**src/rtl/alu_ctrl_fsm.sv**
```systemverilog
// Sequences one instruction at a time through decode, ALU execute and
// writeback/branch, and counts retired legal instructions.
//
// state  | meaning
// IDLE   | ready for a new instruction word
// DECODE | classify captured word; illegal words pulse illegal_instr here
// EXEC   | ALU enabled with decoded op; branch result sampled at exit
// WB     | register-file write strobe
// BRANCH | pc_src strobe when the sampled branch result was set
module alu_ctrl_fsm #(
  parameter int CNT_W = 16
) (
  input  logic             clk,
  input  logic             rst_n,
  input  logic             instr_valid,
  input  logic [31:0]      instr,
  output logic             instr_ready,
  input  logic             beq_and_in1,
  output logic [4:0]       alu_op_ctrl,
  output logic             alu_control,
  output logic             beq_inst,
  output logic             alu_src,
  output logic             reg_write,
  output logic             pc_src,
  output logic             illegal_instr,
  output logic [CNT_W-1:0] retired_cnt
);

  typedef enum logic [2:0] {
    S_IDLE   = 3'd0,
    S_DECODE = 3'd1,
    S_EXEC   = 3'd2,
    S_WB     = 3'd3,
    S_BRANCH = 3'd4
  } state_t;

  state_t           state_q, state_d;
  logic [5:0]       opcode_q, opcode_d;
  logic [5:0]       funct_q, funct_d;
  logic             taken_q, taken_d;
  logic [CNT_W-1:0] cnt_q, cnt_d;

  logic       dec_legal;
  logic [4:0] dec_op;
  logic       dec_src;
  logic       dec_beq;

  // Only opcode and funct steer the controller; the operand fields belong to the datapath.
  logic unused_instr_fields;
  assign unused_instr_fields = ^instr[25:6];

  always_comb begin
    dec_legal = 1'b1;
    dec_op    = 5'd0;
    dec_src   = 1'b0;
    dec_beq   = 1'b0;
    unique case (opcode_q)
      6'h00: begin
        unique case (funct_q)
          6'h25:   dec_op = 5'd0;
          6'h00:   dec_op = 5'd1;
          6'h26:   dec_op = 5'd2;
          6'h24:   dec_op = 5'd3;
          6'h22:   dec_op = 5'd4;
          6'h20:   dec_op = 5'd5;
          default: dec_legal = 1'b0;
        endcase
      end
      6'h04: begin
        dec_op  = 5'd4;
        dec_beq = 1'b1;
      end
      6'h08: begin
        dec_op  = 5'd5;
        dec_src = 1'b1;
      end
      default: dec_legal = 1'b0;
    endcase
  end

  always_comb begin
    state_d       = state_q;
    opcode_d      = opcode_q;
    funct_d       = funct_q;
    taken_d       = taken_q;
    cnt_d         = cnt_q;
    instr_ready   = 1'b0;
    alu_control   = 1'b0;
    alu_op_ctrl   = 5'd0;
    alu_src       = 1'b0;
    beq_inst      = 1'b0;
    reg_write     = 1'b0;
    pc_src        = 1'b0;
    illegal_instr = 1'b0;
    unique case (state_q)
      S_IDLE: begin
        instr_ready = 1'b1;
        if (instr_valid) begin
          opcode_d = instr[31:26];
          funct_d  = instr[5:0];
          state_d  = S_DECODE;
        end
      end
      S_DECODE: begin
        if (dec_legal) begin
          state_d = S_EXEC;
        end else begin
          illegal_instr = 1'b1;
          state_d       = S_IDLE;
        end
      end
      S_EXEC: begin
        alu_control = 1'b1;
        alu_op_ctrl = dec_op;
        alu_src     = dec_src;
        beq_inst    = dec_beq;
        if (dec_beq) begin
          taken_d = beq_and_in1;
          state_d = S_BRANCH;
        end else begin
          state_d = S_WB;
        end
      end
      S_WB: begin
        reg_write = 1'b1;
        cnt_d     = cnt_q + CNT_W'(1);
        state_d   = S_IDLE;
      end
      S_BRANCH: begin
        pc_src  = taken_q;
        cnt_d   = cnt_q + CNT_W'(1);
        state_d = S_IDLE;
      end
      default: state_d = S_IDLE;
    endcase
  end

  always_ff @(posedge clk or negedge rst_n) begin
    if (!rst_n) begin
      state_q  <= S_IDLE;
      opcode_q <= 6'd0;
      funct_q  <= 6'd0;
      taken_q  <= 1'b0;
      cnt_q    <= '0;
    end else begin
      state_q  <= state_d;
      opcode_q <= opcode_d;
      funct_q  <= funct_d;
      taken_q  <= taken_d;
      cnt_q    <= cnt_d;
    end
  end

  assign retired_cnt = cnt_q;

endmodule

```
**config.mk**
```make
export PLATFORM = sky130hd
export DESIGN_NAME = alu_ctrl_fsm
export DESIGN_NICKNAME = d
export VERILOG_FILES = /design/src/rtl/alu_ctrl_fsm.sv
export SDC_FILE = /design/constraint.sdc
export NUM_CORES = 1
export LEC_CHECK = 0
export BUFFER_PORTS_ARGS = -buffer_cell sky130_fd_sc_hd__buf_4
export CAP_MARGIN = 20
export CORE_MARGIN = 8
export CORE_UTILIZATION = 47
export DETAILED_ROUTE_END_ITERATION = 8
export GPL_ROUTABILITY_DRIVEN = 0
export PLACE_DENSITY = 0.84
export SLEW_MARGIN = 10
export SYNTH_ARGS = -nofsm -noshare
export SYNTH_HDL_FRONTEND = slang
export SYNTH_SLANG_ARGS = --single-unit
```
**constraint.sdc**
```tcl
create_clock -name clk -period 1.7 [get_ports clk]
set_input_delay 0.255 -clock clk [delete_from_list [all_inputs] [get_ports clk]]
set_output_delay 0.255 -clock clk [all_outputs]
set_load 0.02 [all_outputs]
```
======== Word-level counts from Yosys, hierarchy flattened ========
Index checks and enable logic that the tools add are counted.
word-level totals
  flip-flop bits (word level) ............. 32
  bits of input ports ..................... 36
  output and inout port bits .............. 28
cells by class
  add/sub/neg operators ................... 1
  eq/ne operators ......................... 12
  muxes and demuxes ....................... 19
  reduce and logical (&&, ||, !) cells .... 8
operators by type and width
  cell                                                  number
  equality test 6 bit (second input constant)           5
  case mux 3 bit (3 select lines)                       2
  adder 16 x 1 -> 16 bit (second input constant)        1
  case mux 3 bit (5 select lines)                       1
  logical NOT 6 bit                                     2
  two-way mux 1 bit                                     11
  equality test 3 x 2 -> 1 bit (second input constant)  2
  equality test 6 x 3 -> 1 bit (second input constant)  1
  equality test 6 x 4 -> 1 bit (second input constant)  1
  two-way mux 3 bit                                     2
  OR reduction 6 bit                                    1
  two-way mux 5 bit                                     1
  AND reduction 2 bit                                   2
  OR reduction 2 bit                                    2
  equality test 3 x 1 -> 1 bit (second input constant)  1
  equality test 3 bit (second input constant)           1
  logical NOT 3 bit                                     1
  two-way mux 2 bit                                     1
  != test 2 bit (second input constant)                 1
  case mux 1 bit (2 select lines)                       1

======== Logic depth before layout (Yosys ltp) ========
  depth after elaboration ................. 6
  mapped depth ............................ 7
  gate-level depth less buffers ........... 6

======== Worst setup path before layout ========
OpenSTA, ideal clock, no wires.
  path kind ............................... reg2reg
  from .................................... register state_q[1]
  to ...................................... register funct_q[0]
  library setup time ...................... 125 ps
  data arrival time ....................... 1817 ps
  slack ................................... -242 ps
  stages on the path, launching flop included .. 6
  buffers on the path ..................... 2
  clock period less this slack ............ 1942 ps
  cell sequence ........................... dfrtp_1 > buf_4 > nor3_1 > and2_2 > buf_4 > mux2_2
on the way
  word-level cells in the longest chain between the ends .. 2
ends and longest elaborated chain
  element                        RTL line  RTL
  from (decl)                    37        state_t state_q, state_d;
  from (signal assigned)         146       state_q <= state_d;
  logical NOT 3 bit              95        unique case (state_q)
  AND reduction 2 bit (no line)  n/a
  to (signal assigned)           148       funct_q <= funct_d;
  to (decl)                      39        logic [5:0] funct_q, funct_d;
Every way passes these cells.
A chain may end at the register's enable or synchronous reset.

======== Worst setup path in the final report ========
  from .................................... register opcode_q[1]
  to ...................................... output alu_op_ctrl[1]
on the way
  word-level cells in the longest chain between the ends .. 3
ends and longest elaborated chain
  element                                                     RTL line  RTL
  from (decl)                                                 38        logic [5:0] opcode_q, opcode_d;
  from (signal assigned)                                      147       opcode_q <= opcode_d;
  equality test 6 x 4 -> 1 bit, or another cell as far along  57        unique case (opcode_q)
  case mux 3 bit (3 select lines) (*)                         57
  two-way mux 5 bit (*)                                       95
  to (decl)                                                   19        output logic [4:0] alu_op_ctrl,
Every way passes the cells marked *; elsewhere a longest branch is shown, timed or not.

==> flow_summary.toml <==
[outcome]
status = "finished with violations"
violations = "negative setup slack"

[routing]
drt-vias-per-instance = 5.13
drt-initial-drc-count = 62
routed_wl_um = 3630
wl_per_cell_um = 15.1
antenna_left = 0
dr_total_vias = 1232
first_pass_iters = 4
drt_drc_violations_left = 0

[worst_setup_path]
reg2reg_depth = 5
criticalPathCategory = "reg -> out"
end_kind = "output port"
crit_buf_inv = 1
crit_chain = "nor4_4 -> nand2_2 -> nor2_2 -> and4b_1 -> buf_4"
critPathSlowestCell = "dfrtp_1"
rr_endpoint = "taken_q"
cp_slowest_stage_delay_ps = 420
worstPathRequired_ps = 1440
critical_path.startpoint_type = "flip-flop"
cpLargestDelayFamily = "simple AND/OR/NAND/NOR gates"
regToRegSetupSlack_ps = 60
r2r_start = "opcode_q[1]"
critPathArrivalTime_ps = 1700
cp_max_fo = 3

[min_path]
holdPathStages = 3
min_from = "instr[2]"
holdCritPathClass = "in -> reg"
whs_endpoint = "funct_q[2]"

[floorplanning]
coreArea_um2 = 3260
io_pins = 64
die_area_um2 = 5440
rows = 21
die_h_um = 73.8
start_util_pct = 48.1
die_w_um = 73.8

[clock_network]
cts_tree = "done"
cts_buffer_depth = 2
root_buffer = "clkbuf_4"
cts.sinks = 32
path_clk_slew_ps = 100
clk_latency_ps = 350
cts_made_buffers = 5
htree_levels = 2

[cells_and_area]
final_util_pct = 66.7
antenna_cells = 0
fillers = 270
layout.nets = 230
finalNonFillerCells = 240
finalInstanceArea_um2 = 2170
syn2layout_area_growth_pct = 38.5
drive_above_1_share_pct = 50.0

[yosys]
synth_compound_area_share_pct = 4.95
synth.mux.area_fraction_pct = 9.58
syn_area_per_cell_um2 = 11.5
synth_area_um2 = 1570
synth_common_cells = "dfrtp_1, mux2_2, nand2_1, xnor2_1, nor2_1"
ys_seq_elements = 32
synth_top_flop_cell = "dfrtp_1"
synth.most_common_cell = "dfrtp_1"
synth_fa_ha_area_share_pct = 0.798
synth_top_family_by_area = "simple AND/OR/NAND/NOR gates"
async_flop_share_pct = 100
ys_types = 38
synth_top_cell_by_area = "dfrtp_1"
seq_area_frac_synth_pct = 51.1
synth-xor-area-share_pct = 8.38
netlist_instances = 136
synth_edf_count = 0
ys_warn_count = 0
synthDominantCellAreaShare_pct = 51.1
synth_area_leaders = "dfrtp_1, mux2_2, xnor2_1"
synthSimpleGateAreaFrac_pct = 21.1

[timing]
fin_skew_ps = 7.37
min_period_ps = 1960
finalSetupViolCount = 6
slew_viol_final = 0
setup_ws_ps = -256
hold_violations = 0
rsz0062_at_grt = "true"
holdWs_ps = 127
period_share_pct = 115
fmax_ghz = 0.511

[placed_design]
io_buffers = 41
dpl.hpwl_um = 2570
dpl.cell_count = 224
place_area_um2 = 1950

[global_route]
grt_max_degree = 33
grt_pass1_vias = 1344
grt_pass1_wl_um = 6140
overflow = 0
grtUsageTotal_pct = 14.5
antenna_found_initial = 0

[power]
power.leakage_nw = 1.03
power_density_nw_per_um2 = 1030
finalPower_mw = 2.24
peakVddDrop_v = 0.000626

[flow_run]
cap_violations = 0
==> what timing repair did <==
item | 4_1_cts | 5_1_grt
cloned | 0 | 0
gates resized for setup | 18 | 6
buffers inserted | 2 | 5
endpoints found under the hold margin | 32 | 0
hold buffers | 1 | 0
endpoints found under the setup margin | 6 | 9
pin swaps | 9 | 5
==> worst max-delay path by stage <==
stage,slack [ps],from,to,depth (start not counted)
after floorplan,9,state_q[0],alu_op_ctrl[0],5
after global placement,-60,funct_q[5],illegal_instr,5
after detailed placement,-60,funct_q[5],illegal_instr,5
after CTS,-250,funct_q[4],alu_op_ctrl[2],5
after global routing,-360,opcode_q[1],alu_op_ctrl[1],5
final,-260,opcode_q[1],alu_op_ctrl[1],5
==> sequential cells by signal (all words and copies together), names as in the netlist <==
signal       flops
funct_q          6
opcode_q         6
retired_cnt     16
state_q          3
taken_q          1
==> cells by family (layout without fill, tap and decap cells) <==
group,count (synthesis),in the layout
compound gates,11,11
xor+xnor,15,15
fa+ha+maj,1,1
buf+inv,8,65
flops,32,32
mux,13,13
other cells,1,2
simple gates,55,55
==> where the power goes <==
group          total (mW)  internal (mW)  switching, mW  leakage [nW]
Sequential           1.05          0.884          0.170         0.410
Combinational       0.598          0.328          0.270         0.580
Clock               0.583          0.306          0.277        0.0412
==> layout make-up <==
cell class	instances	area (um2)	area share, %
sequential	32	806	37.1
multi-input combinational	97	791	36.4
timing repair buffer	55	430	19.8
tap	46	57.6	2.65
clock inverter	3	42.5	1.96
clock buffer	5	37.5	1.73
inverter	2	7.51	0.346
==> through the flow <==
stage	setup slack, ps	setup TNS, ps
6_report	-256	-1310
5_1_grt	-360	-1940
4_1_cts	-250	-1290
3_5_place_dp	-55.4	-72.5
3_3_place_gp	-62.8	-62.8
2_1_floorplan	8.96	0
==> per-layer routing <==
metal | routed length, um | vias to the layer above | GRT usage [%] | share of wire (%)
met5 | 0 | - | 0 | 0
met2 | 1880 | 35 | 25.4 | 52
li1 | - | 591 | - | -
met4 | 66 | 0 | 5.99 | 1.8
met1 | 1440 | 598 | 15.2 | 40
met3 | 246 | 8 | 5.32 | 6.8
==> placed cells by master (no fill, tap or decap), types with 5 or more instances in the layout <==
master,n
nor2_1,6
xnor2_1,11
nand2_1,10
clkbuf_4,5
dfrtp_1,28
buf_4,50
nand4_1,5
mux2_2,11
==> worst min-delay path, cell delays in order <==
cell,delay [ps]
buf_4,80
nand2_1,40
o21ai_0,60
Note: power is estimated with default switching activity, not from simulation.
